===== src/rtl/sap_pkg.sv =====
// Shared definitions for the program-mode RAM loader: bus widths and
// the loader state encoding.
package sap_pkg;

    localparam int SAP_ADDR_W = 4;
    localparam int SAP_DATA_W = 8;
    localparam int SAP_DEPTH  = 2 ** SAP_ADDR_W;

    typedef enum logic [2:0] {
        ST_IDLE = 3'd0,
        ST_HDR  = 3'd1,
        ST_DATA = 3'd2,
        ST_CSUM = 3'd3,
        ST_DONE = 3'd4,
        ST_ERR  = 3'd5
    } state_t;

endpackage


===== src/rtl/program_loader.sv =====
// Writer side of the CPU program-mode RAM port: accepts a length/payload/checksum
// byte frame and writes the payload into RAM while holding the CPU in reset.
module program_loader
    import sap_pkg::*;
#(
    parameter int ADDR_W = SAP_ADDR_W,
    parameter int DATA_W = SAP_DATA_W,
    parameter int DEPTH  = SAP_DEPTH
) (
    input  logic              clk,
    input  logic              rst,
    input  logic              start,
    input  logic              in_valid,
    input  logic [DATA_W-1:0] in_data,
    output logic              in_ready,
    output logic              pr_mode,
    output logic [ADDR_W-1:0] pr_address,
    output logic [DATA_W-1:0] pr_data,
    output logic              pr_write,
    output logic              cpu_rst,
    output logic              busy,
    output logic              done,
    output logic              err
);

    localparam int CNT_W = ADDR_W + 1;

    state_t              state_r;
    state_t              next_s;
    logic [CNT_W-1:0]    count_r;
    logic [DATA_W-1:0]   sum_r;
    logic [ADDR_W-1:0]   addr_r;
    logic                in_ready_r;
    logic                pr_mode_r;
    logic [ADDR_W-1:0]   pr_address_r;
    logic [DATA_W-1:0]   pr_data_r;
    logic                pr_write_r;
    logic                cpu_rst_r;
    logic                busy_r;
    logic                done_r;
    logic                err_r;
    logic                xfer_s;
    logic                hdr_ok_s;
    logic                last_s;
    logic                loading_s;

    assign xfer_s   = in_valid && in_ready_r;
    assign hdr_ok_s = (in_data != {DATA_W{1'b0}}) && (in_data <= DATA_W'(DEPTH));
    assign last_s   = (count_r == CNT_W'(1));

    // Next-state decode; start is only honoured outside an active load.
    always_comb begin
        next_s = state_r;
        case (state_r)
            ST_IDLE: begin
                if (start) next_s = ST_HDR;
                else       next_s = ST_IDLE;
            end
            ST_HDR: begin
                if (xfer_s) next_s = hdr_ok_s ? ST_DATA : ST_ERR;
                else        next_s = ST_HDR;
            end
            ST_DATA: begin
                if (xfer_s && last_s) next_s = ST_CSUM;
                else                  next_s = ST_DATA;
            end
            ST_CSUM: begin
                if (xfer_s) next_s = (in_data == sum_r) ? ST_DONE : ST_ERR;
                else        next_s = ST_CSUM;
            end
            ST_DONE: begin
                if (start) next_s = ST_HDR;
                else       next_s = ST_IDLE;
            end
            ST_ERR: begin
                if (start) next_s = ST_ERR == ST_ERR ? ST_HDR : ST_ERR;
                else       next_s = ST_ERR;
            end
            default: next_s = ST_IDLE;
        endcase
    end

    assign loading_s = (next_s == ST_HDR) || (next_s == ST_DATA) || (next_s == ST_CSUM);

    // State register and status outputs, registered from the upcoming state.
    always_ff @(posedge clk) begin
        if (rst) begin
            state_r    <= ST_IDLE;
            in_ready_r <= 1'b0;
            pr_mode_r  <= 1'b0;
            busy_r     <= 1'b0;
            cpu_rst_r  <= 1'b0;
            done_r     <= 1'b0;
            err_r      <= 1'b0;
        end else begin
            state_r    <= next_s;
            in_ready_r <= loading_s;
            pr_mode_r  <= loading_s;
            busy_r     <= loading_s;
            cpu_rst_r  <= loading_s || (next_s == ST_ERR);
            done_r     <= (next_s == ST_DONE);
            err_r      <= (next_s == ST_ERR);
        end
    end

    // Length counter, running checksum, write address and the RAM write port.
    always_ff @(posedge clk) begin
        if (rst) begin
            count_r      <= {CNT_W{1'b0}};
            sum_r        <= {DATA_W{1'b0}};
            addr_r       <= {ADDR_W{1'b0}};
            pr_address_r <= {ADDR_W{1'b0}};
            pr_data_r    <= {DATA_W{1'b0}};
            pr_write_r   <= 1'b0;
        end else begin
            pr_write_r <= 1'b0;
            case (state_r)
                ST_IDLE, ST_DONE, ST_ERR: begin
                    if (start) begin
                        count_r <= {CNT_W{1'b0}};
                        sum_r   <= {DATA_W{1'b0}};
                        addr_r  <= {ADDR_W{1'b0}};
                    end
                end
                ST_HDR: begin
                    if (xfer_s) begin
                        count_r <= in_data[CNT_W-1:0];
                        sum_r   <= in_data;
                    end
                end
                ST_DATA: begin
                    // addr_r may roll over after the last word of a full load;
                    // pr_address keeps the final DEPTH-1 value.
                    if (xfer_s) begin
                        pr_address_r <= addr_r;
                        pr_data_r    <= in_data;
                        pr_write_r   <= 1'b1;
                        sum_r        <= sum_r + in_data;
                        addr_r       <= addr_r + ADDR_W'(1);
                        count_r      <= count_r - CNT_W'(1);
                    end
                end
                default: begin
                    count_r <= count_r;
                end
            endcase
        end
    end

    assign in_ready   = in_ready_r;
    assign pr_mode    = pr_mode_r;
    assign pr_address = pr_address_r;
    assign pr_data    = pr_data_r;
    assign pr_write   = pr_write_r;
    assign cpu_rst    = cpu_rst_r;
    assign busy       = busy_r;
    assign done       = done_r;
    assign err        = err_r;

endmodule

===== config.mk =====
export PLATFORM = sky130hd
export DESIGN_NAME = program_loader
export DESIGN_NICKNAME = d
export VERILOG_FILES = /design/src/rtl/sap_pkg.sv /design/src/rtl/program_loader.sv
export SDC_FILE = /design/constraint.sdc
export NUM_CORES = 1
export LEC_CHECK = 0
export ABC_AREA = 1
export BUFFER_PORTS_ARGS = -buffer_cell sky130_fd_sc_hd__buf_2
export CORE_MARGIN = 2
export CORE_UTILIZATION = 50
export CTS_BUF_LIST = sky130_fd_sc_hd__clkbuf_2 sky130_fd_sc_hd__clkbuf_4 sky130_fd_sc_hd__clkbuf_8
export DETAILED_ROUTE_END_ITERATION = 8
export PLACE_DENSITY = 0.74
export SYNTH_ARGS = -nofsm -noshare
export SYNTH_HDL_FRONTEND = slang
export SYNTH_SLANG_ARGS = --single-unit

===== constraint.sdc =====
create_clock -name clk -period 2.5 [get_ports clk]
set_input_delay 0.625 -clock clk [delete_from_list [all_inputs] [get_ports clk]]
set_output_delay 0.625 -clock clk [all_outputs]
set_load 0.05 [all_outputs]

==> results.txt <==
status = completed
Netlist cell types = 31
Root Driver = clkbuf_8
TritonCTS clock tree = built
Non-Filler Instances = 395
M1 wire length = 2.39 mm
largest net degree at the start of global routing = 22
area growth from synthesis to layout = 13.9%
Sequential Power Share = 40.7%
Final WS setup = 0.594 ns
Clock power frac = 34.5%
final setup fails = 0
share of the synthesized area in the top cell type = 35.2%
hold_buf cts = 0
RSZ-0062 raised after global routing = false
top cells by area, synth = dfxtp_1 35%, nand2_1 12%, nor2_1 8.9%, a21oi_1 6.9%, ha_1 5.9%
max cap viols = 0
Worst VDD drop = 0.000351 V
cell taking the most area after synthesis = dfxtp_1
global route overflow = 0
Pleak = 1.21 nW
initial antenna violation count = 0
Async S/R FF share, synth = 0%
syn nets = 337
Setup Skew = 0.00323 ns
Slew @ Worst Pin = 0.557 ns
post-CTS setup buffer count = 0
drt first-iter violations = 129
Final Hold Viols = 0
final net count = 367
register area share after synthesis = 35.2%
Avg Cell Area, Syn = 6.70 µm²
CTS sink cnt = 37
H-tree Lvls = 2
mux cell area share after synthesis = 0%
metal3 WL = 241 µm
drc violations = 0
fillers = 407
clk_lat worst skew = 0.29 ns
Antenna Violating Nets Remaining = 0
routed len/inst = 12.6 µm
Post-CTS Resized = 0
core area = 4030 µm²
CP Max Fanout = 3
IO Port Bufs = 30
starting density of the core = 52.2%
combinational share of power = 24.8%
EDFF count, synth = 0
Total GRT Usage = 23.8%
Die X = 68.9 µm
Compound-Gate Fraction of Synth Area = 16.0%
CP endpoint kind = flop
Die Y = 68.9 µm
diode count = 0
IO Pins = 31
largest family of logic cells by synthesized area = simple AND/OR/NAND/NOR gates
Post-Syn Area = 2100 µm²
Cells after Synth = 314
Net Sw Frac = 32.7%
Vias = 2054
DR pass1 iterations = 4
post-synthesis adder-cell area fraction = 6.90%
final HPWL from detailed placement = 3.60 mm
total CTS buffers = 5
number of global-route vias before repair = 1880
CP Launch Type = input pin
Bufs on Longest Clock Path = 2
Clock transition at path regs = 0.08 ns
pwr/cell area = 669 nW/µm²
Internal = 1.08 mW
top layer reached by signal wires = met4
Switch Pwr = 0.524 mW
fin crit period = 1.91 ns
Die Area = 4740 µm²
fmax = 525 MHz
row count = 23
predominant post-synthesis flop cell = dfxtp_1
Post-DP Area = 2270 µm²
Critical Setup Path Class = input pin to flop
Yosys Warn Count = 0
placed cell count = 387
Final Util = 59.4%
Max-slew headroom = 62.8%
Tot Pwr = 1.60 mW
routability-driven placement congestion ratio = 0.848
FF+latch count, synth = 37
Via density = 5.20
first-pass GRT wire length = 8.29 mm
setup_tns = 0 ns
Synth Area in Simple Gates = 32.1%
Final Cell Area = 2390 µm²
routed wire length = 4.99 mm
fin crit share = 76.2%
Setup Slack @ Placement = 0.316 ns
Slew Viols, Final = 0
Worst Hold Class = flop to flop
final hold slack = 0.488 ns
share of cells above drive strength 1 = 18.3%
met2 WL = 2.21 mm
crit path DAT = 2.14 ns
Post-Synth XOR/XNOR Area = 0%
CP required = 2.74 ns
## critical path, cell delays in order
cell,delay (ns)
buf_2,0.12
ha_1,0.22
fa_1,0.41
nand2_1,0.11
a21oi_1,0.06
or2_2,0.28
nand2_1,0.06
nand2_1,0.05
nor2_1,0.10
nor2_1,0.05
nor2_1,0.07
## synth_stat cells (2+ instances only)
cell      instances
inv_2             8
nand2_4           2
nor2_1           50
dfxtp_1          37
o21ai_0          22
o22ai_1           2
nand2_1          67
nand3_1          18
or2_2             5
inv_1            32
buf_4             2
a31oi_1           2
nand3_2           2
ha_1             10
nand4_1           4
o21bai_1          2
buf_2             3
o21ai_2           2
a21oi_1          29
nor3_1            3
clkbuf_1          2
## kinds of logic (layout without fill, tap and decap cells)
kind of cell	count (synthesis)	count (layout)
and+or+nand+nor	155	155
AOI/OAI and AO/OA	62	62
buffers and inverters	49	80
DFF	37	37
adders and majority gates	11	11
## layer usage
layer	track usage, %	vias up
met5	0	-
met1	31.1	923
met4	12.0	0
met2	36.9	51
met3	5.19	13
li1	-	1067
## layout make-up
class / instances / area [µm²] / area share (%)
clock inverters: 2 / 37.5 / 1.57
well taps: 50 / 62.6 / 2.61
flip-flops and latches: 37 / 741 / 30.9
clock buffers: 6 / 82.6 / 3.45
multi-input cells: 228 / 1160 / 48.3
inverters: 40 / 150 / 6.27
repair buffers: 32 / 165 / 6.90
## path summary, 6_finish.rpt
check,from,end,slack (ns),cells past startpoint
worst max-delay path,in_data[0],sum_r[4]$_SDFFE_PP0P_,0.59,11
worst min-delay path,pr_data[3]$_SDFFE_PP0P_,pr_data[3]$_SDFFE_PP0P_,0.49,2
worst max register to register,sum_r[0]$_SDFFE_PP0P_,sum_r[4]$_SDFFE_PP0P_,0.74,10
worst min register to register,pr_data[3]$_SDFFE_PP0P_,pr_data[3]$_SDFFE_PP0P_,0.49,2
## layout by cell type, fill, tap and decap left out, drive strengths merged
cell / netlist / layout
buf: 7 / 32
o21bai: 2 / 2
nand3b: 1 / 1
o21a: 1 / 1
nand2: 70 / 70
ha: 10 / 10
a21o: 1 / 1
nand3: 20 / 20
nand4: 4 / 4
dfxtp: 37 / 37
nor2: 52 / 52
bufinv: 0 / 1
clkbuf: 2 / 6
inv: 40 / 40
a31oi: 2 / 2
a21oi: 30 / 30
clkinvlp: 0 / 1
or2: 5 / 5
fa: 1 / 1
o22ai: 2 / 2
o21ai: 24 / 24
nor3: 3 / 3
## power by group through the flow
stage | Clock [mW] | Sequential [mW] | Combinational [mW]
after global placement | 0 | 0.664 | 0.384
after global routing | 0.578 | 0.658 | 0.454
after floorplan | 0 | 0.680 | 0.299
after CTS | 0.556 | 0.652 | 0.393
after detailed placement | 0 | 0.666 | 0.390
final | 0.552 | 0.652 | 0.398
## state kept, by name, summed over array words and instances (netlist names)
signal / cells
sum_r: 8
pr_data: 8
cpu_rst: 1
busy: 1
addr_r: 4
count_r: 5
state_r: 3
pr_write: 1
pr_address: 4
err: 1
done: 1
No activity file was read; power rests on OpenSTA's default activity.
